[src/rtl/fifo_arb_pkg.sv]
// rtl/fifo_arb_pkg.sv - shared defaults, flow tags and read-state encoding for fifo_mono_arbiter
package fifo_arb_pkg;

    localparam int DATA_W_DEF = 7;
    localparam int CNT_W_DEF  = 16;

    localparam logic TAG_FLOW0 = 1'b0;
    localparam logic TAG_FLOW1 = 1'b1;

    typedef enum logic [1:0] {
        R_IDLE = 2'd0,
        R_WAIT = 2'd1,
        R_HOLD = 2'd2
    } rd_state_t;

endpackage

[src/rtl/rr_arb2.sv]
// rtl/rr_arb2.sv - 2-way round-robin arbiter with combinational grant and registered priority
module rr_arb2 (
    input  logic       ck,
    input  logic       rst,
    input  logic [1:0] i_req,
    output logic [1:0] o_gnt
);

    logic       r_prio;
    logic [1:0] w_gnt;

    // Grants are held off while reset is asserted so nothing leaks into the FIFO.
    always_comb begin
        w_gnt = 2'b00;
        if (rst) begin
            if (i_req == 2'b11) begin
                w_gnt[r_prio] = 1'b1;
            end else begin
                w_gnt = i_req;
            end
        end
    end

    always_ff @(posedge ck or negedge rst) begin
        if (!rst) begin
            r_prio <= 1'b0;
        end else if (w_gnt[0]) begin
            r_prio <= 1'b1;
        end else if (w_gnt[1]) begin
            r_prio <= 1'b0;
        end
    end

    assign o_gnt = w_gnt;

endmodule

[src/rtl/fifo_mono_arbiter.sv]
// rtl/fifo_mono_arbiter.sv - shares one tagged FIFO between two flows: rr write merge, tag-steered read
module fifo_mono_arbiter
    import fifo_arb_pkg::*;
#(
    parameter int DATA_W = DATA_W_DEF,
    parameter int CNT_W  = CNT_W_DEF
) (
    input  logic              ck,
    input  logic              rst,
    input  logic              in0_valid,
    input  logic [DATA_W-1:0] in0_data,
    output logic              in0_ready,
    input  logic              in1_valid,
    input  logic [DATA_W-1:0] in1_data,
    output logic              in1_ready,
    output logic              fifo_wr,
    output logic [DATA_W:0]   fifo_datain,
    input  logic              fifo_full,
    output logic              fifo_rd,
    input  logic [DATA_W:0]   fifo_dataout,
    input  logic              fifo_empty,
    output logic              out0_valid,
    output logic [DATA_W-1:0] out0_data,
    input  logic              out0_ready,
    output logic              out1_valid,
    output logic [DATA_W-1:0] out1_data,
    input  logic              out1_ready,
    output logic [CNT_W-1:0]  cnt0,
    output logic [CNT_W-1:0]  cnt1
);

    logic [1:0]       w_req;
    logic [1:0]       w_gnt;
    logic [CNT_W-1:0] r_cnt0;
    logic [CNT_W-1:0] r_cnt1;

    assign w_req = {in1_valid & ~fifo_full, in0_valid & ~fifo_full};

    rr_arb2 u_arb (
        .ck    (ck),
        .rst   (rst),
        .i_req (w_req),
        .o_gnt (w_gnt)
    );

    assign in0_ready   = w_gnt[0];
    assign in1_ready   = w_gnt[1];
    assign fifo_wr     = |w_gnt;
    assign fifo_datain = w_gnt[1] ? {TAG_FLOW1, in1_data} : {TAG_FLOW0, in0_data};

    always_ff @(posedge ck or negedge rst) begin
        if (!rst) begin
            r_cnt0 <= '0;
            r_cnt1 <= '0;
        end else begin
            if (w_gnt[0]) r_cnt0 <= r_cnt0 + 1'b1;
            if (w_gnt[1]) r_cnt1 <= r_cnt1 + 1'b1;
        end
    end

    assign cnt0 = r_cnt0;
    assign cnt1 = r_cnt1;

    rd_state_t     r_state;
    logic [DATA_W:0] r_out_reg;
    logic          r_out0_valid;
    logic          r_out1_valid;
    logic          w_tag;
    logic          w_hs;
    logic          w_rd;

    // A held word blocks both flows until its own consumer takes it.
    assign w_tag = r_out_reg[DATA_W];
    assign w_hs  = (r_state == R_HOLD) && (w_tag ? out1_ready : out0_ready);
    assign w_rd  = rst && !fifo_empty && ((r_state == R_IDLE) || w_hs);

    always_ff @(posedge ck or negedge rst) begin
        if (!rst) begin
            r_state      <= R_IDLE;
            r_out_reg    <= '0;
            r_out0_valid <= 1'b0;
            r_out1_valid <= 1'b0;
        end else begin
            case (r_state)
                R_IDLE: begin
                    if (w_rd) r_state <= R_WAIT;
                end
                R_WAIT: begin
                    r_out_reg    <= fifo_dataout;
                    r_out0_valid <= (fifo_dataout[DATA_W] == TAG_FLOW0);
                    r_out1_valid <= (fifo_dataout[DATA_W] == TAG_FLOW1);
                    r_state      <= R_HOLD;
                end
                R_HOLD: begin
                    if (w_hs) begin
                        r_out0_valid <= 1'b0;
                        r_out1_valid <= 1'b0;
                        r_state      <= w_rd ? R_WAIT : R_IDLE;
                    end
                end
                default: begin
                    r_state      <= R_IDLE;
                    r_out0_valid <= 1'b0;
                    r_out1_valid <= 1'b0;
                end
            endcase
        end
    end

    assign fifo_rd    = w_rd;
    assign out0_valid = r_out0_valid;
    assign out1_valid = r_out1_valid;
    assign out0_data  = r_out_reg[DATA_W-1:0];
    assign out1_data  = r_out_reg[DATA_W-1:0];

endmodule

[config.mk]
export PLATFORM = sky130hd
export DESIGN_NAME = fifo_mono_arbiter
export DESIGN_NICKNAME = d
export VERILOG_FILES = /design/src/rtl/fifo_arb_pkg.sv /design/src/rtl/rr_arb2.sv /design/src/rtl/fifo_mono_arbiter.sv
export SDC_FILE = /design/constraint.sdc
export NUM_CORES = 1
export LEC_CHECK = 0
export CORE_MARGIN = 2
export CORE_UTILIZATION = 42
export DETAILED_ROUTE_END_ITERATION = 16
export PLACE_DENSITY = 0.79
export SLEW_MARGIN = 0
export SYNTH_ARGS = -nofsm -noshare
export SYNTH_HDL_FRONTEND = slang
export SYNTH_HIERARCHICAL = 1
export SYNTH_SLANG_ARGS = --single-unit
[constraint.sdc]
create_clock -name ck -period 2.2 [get_ports ck]
set_clock_uncertainty 0.1 [all_clocks]
set_input_delay 0.33 -clock ck [delete_from_list [all_inputs] [get_ports ck]]
set_output_delay 0.33 -clock ck [all_outputs]
set_load 0.03 [all_outputs]
### Word-level counts from Yosys, hierarchy flattened

Cells that the tools add are included.

| storage, ports and cells | value |
|---|---|
| bits of input ports | 30 |
| register bits after elaboration | 45 |
| logic and storage cells | 47 |

| cells by class | value |
|---|---|
| bitwise operators | 5 |
| equal/unequal tests | 5 |
| reduce and logical (&&, ||, !) cells | 11 |
| multiplexer cells | 15 |
| $add $sub $neg | 2 |
| magnitude comparators | 2 |

Operator list:

| cell | count |
|---|---|
| adder 16 x 1 -> 16 bit, second input constant | 2 |
| 2-to-1 mux 2 bit | 4 |
| 2-to-1 mux 8 bit | 1 |
| 2-to-1 mux 1 bit | 6 |
| case mux 1 bit (3 select lines) | 2 |
| case mux 2 bit (3 select lines) | 1 |
| == test 2 bit, second input constant | 2 |
| logical AND 1 bit | 4 |
| inequality test 2 bit, second input constant | 2 |
| AND reduction 2 bit | 2 |
| inverter 1 bit | 3 |
| bitwise AND 1 bit | 2 |
| == test 2 x 1 -> 1 bit, second input constant | 1 |
| zero test 2 bit | 1 |
| less-than comparator 1 x 2 -> 1 bit, second input constant | 1 |
| nonzero test 2 bit | 1 |
| OR reduction 2 bit | 1 |
| demux 1 bit (select 1 bit) | 1 |
| greater-or-equal comparator 1 bit, second input constant | 1 |
| zero test 1 bit | 1 |
| logical OR 1 bit | 1 |

### Logic depth before layout (Yosys ltp)

Gate-level depths: netlist of the first run.

| logic depth | value |
|---|---|
| depth after elaboration | 8 |
| depth in mapped cells | 8 |
| mapped depth without buffers | 7 |

### Cells and area by module

Netlist of the first run, hierarchy kept.

By module, submodules not included:

| module | sequential area each (um^2) | area an instance (um^2) | cells each | instances |
|---|---|---|---|---|
| fifo_mono_arbiter | 1,101.1 | 2,073.2 | 176 | 1 |
| rr_arb2 | 25.0 | 61.3 | 8 | 1 |

### Least setup slack after synthesis of the first run

OpenSTA, ideal clock, no wires.

| path | value |
|---|---|
| path type | in2out |
| start point | in in1_valid |
| end point | out fifo_datain[0] |
| cell stages on the path | 5 |
| arrival time | 1.970 ns |
| setup slack | -0.200 ns |
| buffers on the path | 1 |
| cell sequence | nor2b_1 > nand2_1 > a21oi_1 > buf_2 > mux2_2 |

| between the ends | value |
|---|---|
| cells in the longest elaborated chain, start to end | 5 |

Ends and longest elaborated chain:

| item | line | text |
|---|---|---|
| start: declaration | fifo_mono_arbiter.sv:13 | `input logic in1_valid,` |
| bitwise AND 1 bit * | fifo_mono_arbiter.sv:37 | `assign w_req = {in1_valid & ~fifo_full, in0_valid & ~fifo_full};` |
| == test 2 bit | rr_arb2.sv:16 | `if (i_req == 2'b11) begin` |
| 2-to-1 mux 2 bit * | rr_arb2.sv:16 |  |
| 2-to-1 mux 2 bit * | rr_arb2.sv:15 | `if (rst) begin` |
| 2-to-1 mux 8 bit * | fifo_mono_arbiter.sv:49 | `assign fifo_datain = w_gnt[1] ? {TAG_FLOW1, in1_data} : {TAG_FLOW0, in0_data};` |
| end: declaration | fifo_mono_arbiter.sv:17 | `output logic [DATA_W:0] fifo_datain,` |

Mark *: on every way between the ends. The rest lies on a longest branch, timed or not.

### Worst setup path after layout of the first run

| path | value |
|---|---|
| start point | in in1_valid |
| end point | out fifo_datain[5] |

| between the ends | value |
|---|---|
| cells in the longest elaborated chain, start to end | 5 |

Ends and longest elaborated chain:

| item | line | text |
|---|---|---|
| bitwise AND 1 bit * | fifo_mono_arbiter.sv:37 |  |
| named net w_req[1] | fifo_mono_arbiter.sv:32 | `logic [1:0] w_req;` |
| == test 2 bit | rr_arb2.sv:16 |  |
| 2-to-1 mux 2 bit * | rr_arb2.sv:16 |  |
| 2-to-1 mux 2 bit * | rr_arb2.sv:15 |  |
| 2-to-1 mux 8 bit * | fifo_mono_arbiter.sv:49 |  |

The timed path passes the listed nets; every way through them passes the cells marked *.

==> results of run 1 <==
==> critical path, stage by stage <==
cell	delay (ps)
clkdlybuf4s50_1	450
nor2b_4	150
nand2_2	60
a21oi_2	140
buf_4	160
mux2_2	340
buf_6	140
==> synthesized netlist by cell type <==
library cell and number:
a21oi_1 4, a21oi_2 1, and2_2 1, and3_1 7, and4_1 2, buf_2 2, buf_4 16, dfrtp_1 45
ha_1 2, inv_1 3, mux2_2 16, mux2i_1 3, nand2_1 18, nand2b_1 1, nand3_1 11, nand3_2 1
nand4_1 4, nand4_2 1, nor2_1 6, nor2b_1 3, nor3_2 1, nor3_4 1, o21ai_0 3, or2_1 1
or2_2 1, xnor2_1 20, xor2_1 10
==> cell usage in the layout (no fill, tap or decap), types with 4 or more instances in the layout <==
cell type        netlist  final
xnor2_1               20     20
dfrtp_1               45     45
nor2_1                 6      6
nand3_1               11     11
and3_1                 7      7
nand4_1                4      4
mux2_2                16     15
buf_4                 16     16
clkdlybuf4s50_1        0     75
buf_6                  0      9
nand2_1               18     17
xor2_1                10     10
clkbuf_8               0      6
==> metal layers <==
metal | track usage | part of all wire | routed length, um
met3 | 0.0569 | 0.085 | 389
met2 | 0.279 | 0.45 | 2080
met1 | 0.225 | 0.46 | 2100
met5 | 0 | 0 | 0
met4 | 0.0468 | 0.0059 | 27
==> power groups by stage <==
stage          clock network [W]  registers (W)  logic [W]
4_1_cts                 0.000522        0.00116    0.00118
6_report                0.000504        0.00116    0.00118
2_1_floorplan                  0        0.00133   0.000602
3_3_place_gp                   0        0.00117    0.00116
5_1_grt                 0.000567        0.00119    0.00127
3_5_place_dp                   0        0.00118    0.00118
==> metrics by stage <==
| stage | total power, W | TNS (ps) | hold WS, ps |
|---|---|---|---|
| finish | 0.00285 | 0 | 211 |
| global route | 0.00303 | -264 | 256 |
| CTS | 0.00287 | 0 | 220 |
| detailed placement | 0.00236 | -4440 | 211 |
| global placement | 0.00232 | -3880 | 214 |
| floorplan | 0.00193 | -157 | -65.6 |
==> area by class of cell <==
| type | count | area (sq um) | area share |
|---|---|---|---|
| clock buffer | 7 | 86.3 | 0.0270 |
| inverter | 3 | 11.3 | 0.00353 |
| multi-input combinational | 118 | 888 | 0.278 |
| sequential | 45 | 1130 | 0.353 |
| tap | 67 | 83.8 | 0.0263 |
| timing repair buffer | 103 | 996 | 0.312 |
==> worst min path at each step <==
| stage | from | end | slack [ps] | cells past startpoint |
|---|---|---|---|---|
| global placement | rst | cnt1[15] | 210 | 2 |
| finish | rst | cnt0[10] | 210 | 3 |
| detailed placement | rst | cnt1[13] | 210 | 2 |
| CTS | rst | cnt1[3] | 220 | 3 |
| global route | rst | u_arb/r_prio | 260 | 3 |
| floorplan | rst | cnt0[0] | -70 | 0 |
==> cells by family after synthesis <==
family          Yosys count  synth area share
compound gates            8            0.0205
xor+xnor                 30             0.123
fa+ha+maj                 2            0.0117
buf+inv                  21            0.0662
flops                    45             0.528
mux                      19            0.0985
simple gates             59             0.152
==> what timing repair did <==
item,4_1_cts,5_1_grt
hold endpoints to repair,5,0
hold buffers,1,0
endpoints found under the setup margin,7,8
gates resized for setup,40,22
setup buffers,1,0
==> summary.md, run 1 <==
| Metric | Value |
|---|---|
| Total number of vias | `1646` |
| Die height | `75.3 um` |
| Core Area | `4820 sq um` |
| Leak Pwr | `1.44 nW` |
| IO Pins | `90` |
| Register share of total power | `0.409` |
| Gr usage total | `0.173` |
| Status | `finished, final reports clean` |
| Mapped Area | `2130 sq um` |
| Hold WC Path Type | `input port to asynchronous set/reset pin` |
| Critical path launch point | `in1_valid` |
| Final Routed Wirelength | `4590 um` |
| CTS root buf | `clkbuf_8` |
| Syn Inst Count | `184` |
| Slew Limit Fails | `0` |
| Max Freq | `0.455 GHz` |
| Period utilization | `0.999` |
| CTS clk-pin slew, worst paths | `80 ps` |
| Die width | `75.3 um` |
| Worst r2r src | `u_arb/r_prio` |
| CTS Sinks | `45` |
| Seq/Total Area, Yosys | `0.528` |
| Synth warn | `6` |
| FILL cells | `408` |
| Starting density of the core | `0.443` |
| CP Launch Type | `input port` |
| Worst setup EP type | `primary output` |
| Switch share | `0.375` |
| Worst-Margin Slew | `516 ps` |
| Clk Latency, worst-skew pair | `290 ps` |
| Logic pwr share | `0.415` |
| Placed instance count | `335` |
| First-pass GRT wire length | `7450 um` |
| Initial antenna violation count | `0` |
| Final Cell Area | `3190 sq um` |
| Synth area leaders | `dfrtp_1 53%, mux2_2 8.4%, xnor2_1 8.2%` |
| Final hold vios | `0` |
| Final setup margin | `2.92 ps` |
| Synth Register Bits | `45` |
| CTS tree | `yes` |
| RSZ-0062 raised after global routing | `yes` |
| Area grow syn2layout | `49.5%` |
| Pwr Density | `893 nW/um^2` |
| Rows | `25` |
| Drc violations | `0` |
| Largest net degree at the start of global routing | `42` |
| R2R setup slack | `380 ps` |
| Post-Syn Nets | `216` |
| Synth top area share | `0.528` |
| Diode count | `0` |
| Die ar. | `5670 sq um` |
| CTS H-tree lvls | `2` |
| Vias per cell | `4.80` |
| Antenna Nets Post-Route | `0` |
| Layout cells sized above 1 | `0.214` |
| Num CTS Buffers | `5` |
| Placement Cell Area | `3060 sq um` |
| Crit Path Max Fanout | `4` |
| Final min period | `2200 ps` |
| Pre-CTS WS | `-454 ps` |
| Max IR drop VDD | `0.561 mV` |
| Clk buf depth | `2` |
| Routability cong. | `0.774` |
| GR Overflow Total | `0` |
| Max Cap Viol | `0` |
| First-pass DRT Iterations | `4` |
| DP HPWL | `3470 um` |
| Number of global-route vias before repair | `1643` |
| R2R depth | `8` |
| Initial DRC count | `54` |
| CP endpoint | `fifo_datain[5]` |
| Worst R2R End | `cnt1[7]` |
| Routed wire per std cell | `13.4 um` |
| Fin cells | `343` |
| Port Buffers | `89` |
| Fin nets | `308` |
| Critical path required time | `1770 ps` |
| Slew headroom | `0.656` |
| Util after Layout | `0.663` |
| Worst Setup Path Type | `input port to primary output` |
| Yosys top cell by area | `dfrtp_1` |
| Clk pwr share | `0.177` |
| Crit path DAT | `1770 ps` |
| Distinct cell type count after synthesis | `27` |
| Final setup violation count | `0` |
| Int Power | `0.00178 W` |
| Avg Inst Size Synth | `11.6 sq um` |
| Net Sw Power | `0.00107 W` |
Note: power is estimated with default switching activity, not from simulation.
==> run 2, diff against run 1 <==
--- a/config.mk
+++ b/config.mk
@@ -5,10 +5,12 @@
 export SDC_FILE = /design/constraint.sdc
 export NUM_CORES = 1
 export LEC_CHECK = 0
+export CAP_MARGIN = 25
 export CORE_MARGIN = 2
 export CORE_UTILIZATION = 42
 export DETAILED_ROUTE_END_ITERATION = 16
 export PLACE_DENSITY = 0.79
+export SKIP_LAST_GASP = 1
 export SLEW_MARGIN = 0
 export SYNTH_ARGS = -nofsm -noshare
 export SYNTH_HDL_FRONTEND = slang
==> results of run 2 <==
No change in the layout: final DEF, timing and power equal those of run 1.
Main changes from that run: number of gates resized after CTS 40 -> 38
==> run 3, diff against run 2 <==
--- a/config.mk
+++ b/config.mk
@@ -5,11 +5,12 @@
 export SDC_FILE = /design/constraint.sdc
 export NUM_CORES = 1
 export LEC_CHECK = 0
+export ABC_AREA = 1
 export CAP_MARGIN = 25
 export CORE_MARGIN = 2
-export CORE_UTILIZATION = 42
+export CORE_UTILIZATION = 44
 export DETAILED_ROUTE_END_ITERATION = 16
-export PLACE_DENSITY = 0.79
+export PLACE_DENSITY = 0.8
 export SKIP_LAST_GASP = 1
 export SLEW_MARGIN = 0
 export SYNTH_ARGS = -nofsm -noshare
==> run 3 against run 2 <==
Compared with the run above: global-route usage grew 0.67 points; synthesized cell count is 61% higher; critical path type unchanged; fmax up 3.4%; cell area rose by 7.4%; sequential share of layout area down 2.4 points; power up 3.3%; register-to-register slack improved by 220 ps; first-iteration DRC count up 11%; utilization decreased by 0.37 points; non-clock buffer count shrank 4; flip-flop and latch count unchanged; worst setup slack improved by 73 ps; largest power group unchanged.
==> summary.md, run 3 <==
| Metric | Value |
|---|---|
| Post-Syn Nets | `328` |
| Power, Total | `0.00294 W` |
| Final setup violation count | `0` |
| Final min period | `2120 ps` |
| Crit Path Max Fanout | `6` |
| Synth area leaders | `dfrtp_1 47%, nand2_1 16%, inv_1 5.6%` |
| Status | `finished, final reports clean` |
| Pwr Density | `858 nW/um^2` |
| Crit path DAT | `1690 ps` |
| GR Overflow Total | `0` |
| Synth top area share | `0.467` |
| Post-synth EDFFs | `0` |
| CTS root buf | `clkbuf_8` |
| Total number of vias | `2086` |
| Worst r2r src | `u_arb/r_prio` |
| Initial antenna violation count | `0` |
| Slew Limit Fails | `0` |
| Clk buf depth | `2` |
| Layout cells sized above 1 | `0.150` |
| Worst setup EP type | `primary output` |
| Rows | `26` |
| Number of global-route vias before repair | `2040` |
| Distinct cell type count after synthesis | `27` |
| Ys flop type | `dfrtp_1` |
| CP Launch Type | `input port` |
| Worst-Margin Slew | `559 ps` |
| Final setup margin | `75.9 ps` |
| CTS tree | `yes` |
| Pre-CTS WS | `-308 ps` |
| Diode count | `0` |
| Async SR Flop Fraction | `1.00` |
| Fin nets | `417` |
| Clk Latency, worst-skew pair | `290 ps` |
| Worst Path Buf+Inv | `5` |
| Gr usage total | `0.179` |
| R2R depth | `8` |
| Final hold vios | `0` |
| Synth Register Bits | `45` |
| Die ar. | `6090 sq um` |
| Max Cap Viol | `0` |
| Crit path largest cell delay | `460 ps` |
| Worst R2R End | `cnt1[15]` |
| Seq/Total Area, Yosys | `0.467` |
| Yosys top cell by area | `dfrtp_1` |
| Mapped Area | `2410 sq um` |
| R2R setup slack | `600 ps` |
| Synth warn | `6` |
| Max IR drop VDD | `0.620 mV` |
| First-pass GRT wire length | `8880 um` |
| Die width | `78.0 um` |
| CTS clk-pin slew, worst paths | `90 ps` |
| CTS H-tree lvls | `2` |
| Area grow syn2layout | `42.2%` |
| Leak Pwr | `1.78 nW` |
| Multi-input gate area | `1030 sq um` |
| Most frequent cell after synthesis | `nand2_1` |
| CP max-delay cell | `clkdlybuf4s50_1` |
| CTS Sinks | `45` |
| Slew headroom | `0.627` |
| Die height | `78.0 um` |
| Synth cell count leaders | `102 x nand2_1, 45 x dfrtp_1, 36 x inv_1` |
| Routability cong. | `0.849` |
| Syn Inst Count | `296` |
| Drc violations | `0` |
| Critical path required time | `1770 ps` |
| Max Freq | `0.471 GHz` |
| CP delay by family, top | `buffers and inverters` |
| Final Routed Wirelength | `5180 um` |
| RSZ-0062 raised after global routing | `yes` |
| Most frequent cells in the layout | `101 x nand2_1, 75 x clkdlybuf4s50_1, 45 x dfrtp_1` |
| Hold WC Path Type | `input port to asynchronous set/reset pin` |
| Largest net degree at the start of global routing | `46` |
| Antenna Nets Post-Route | `0` |
| Core Area | `5200 sq um` |
| Avg Inst Size Synth | `8.15 sq um` |
| IO Pins | `90` |
| DP HPWL | `3980 um` |
| Worst Setup Path Type | `input port to primary output` |
| Initial DRC count | `60` |
| Vias per cell | `4.57` |
| Most common cell after layout, fill and taps aside | `nand2_1` |
| Port Buffers | `89` |
| Starting density of the core | `0.463` |
| CTS Hold Buffers Added | `0` |
| FILL cells | `445` |
| Period utilization | `0.966` |
| FF/Latch Area | `1130 sq um` |
| Num CTS Buffers | `5` |
| Routed wire per std cell | `11.4 um` |
| First-pass DRT Iterations | `4` |
| Hold_ws | `115 ps` |
| Worst path cell trace | `clkdlybuf4s50_1, inv_1, nor2_2, nand2_2, a21oi_4, inv_2, buf_6, nand2_1, nand2_1, buf_6` |
## run 3: cell types whose count changed in the layout (fill, tap and decap cells not counted), sizes merged, moves of 4 or more
cell,change
and3,-7
buf,-5
inv,+36
mux2,-15
nand2,+90
nor2,+22
xnor2,-15
xor2,+4
## run 3: kinds of logic (layout without fill, tap and decap cells)
group / count (synthesis) / in the layout / synth area share
AND/OR/NAND/NOR: 161 / 161 / 0.310
buffers and inverters: 56 / 146 / 0.113
adder cells (fa/ha/maj): 2 / 2 / 0.0104
XOR/XNOR: 19 / 19 / 0.0690
multiplexers: 1 / 1 / 0.00467
flip-flops: 45 / 45 / 0.467
AO/OA/AOI/OAI: 12 / 12 / 0.0259
## run 3: power breakdown
part           internal (W)  switching, W  total (W)
Clock              0.000224      0.000276   0.000500
Sequential         0.000997      0.000164    0.00116
Combinational      0.000541      0.000742    0.00128
Total               0.00176       0.00118    0.00294
## run 3: timing repair
| item | CTS | global route |
|---|---|---|
| hold endpoints to repair | 0 | 0 |
| gates resized for setup | 7 | 10 |
| pin swaps | 0 | 3 |
| endpoints found under the setup margin | 7 | 9 |
| cloned | 0 | 0 |
| setup buffers | 0 | 1 |
## run 3: worst max path at each step
stage               from             end  slack, ps  cells past startpoint
3_5_place_dp   in1_valid  fifo_datain[0]       -310                      8
5_1_grt        in1_valid  fifo_datain[6]        -30                     10
4_1_cts        in1_valid  fifo_datain[0]          5                      8
2_1_floorplan  in1_valid  fifo_datain[6]        250                      7
3_3_place_gp   in1_valid  fifo_datain[0]       -230                      8
6_report       in1_valid  fifo_datain[1]         80                     10
## run 3: area by class of cell
type                       instances  area share
multi-input combinational        195       0.301
inverter                          39      0.0427
clock inverter                     2     0.00438
sequential                        45       0.328
timing repair buffer              99       0.277
clock buffer                       6      0.0212
tap                               70      0.0255
## run 3: worst register-to-register path: stages, from the launching register on
cell	delay (ps)
dfrtp_1	380
inv_1	80
a21oi_4	180
buf_4	170
nand2_1	130
nor3_1	160
nand2_1	80
o21ai_0	150
nand2_1	60
## run 3: metal layers
metal,GRT usage,part of all wire
met5,0,0
met4,0.0439,0.0073
met3,0.0368,0.040
met2,0.317,0.49
met1,0.225,0.46
## run 3: through the flow
stage	utilization	instances	setup TNS, ps	area (sq um)
global route	0.659	456	-68.4	3430
global placement	0.635	447	-490	3310
finish	0.659	456	0	3430
detailed placement	0.635	447	-1260	3310
floorplan	-	296	0	2410
CTS	0.653	455	0	3400
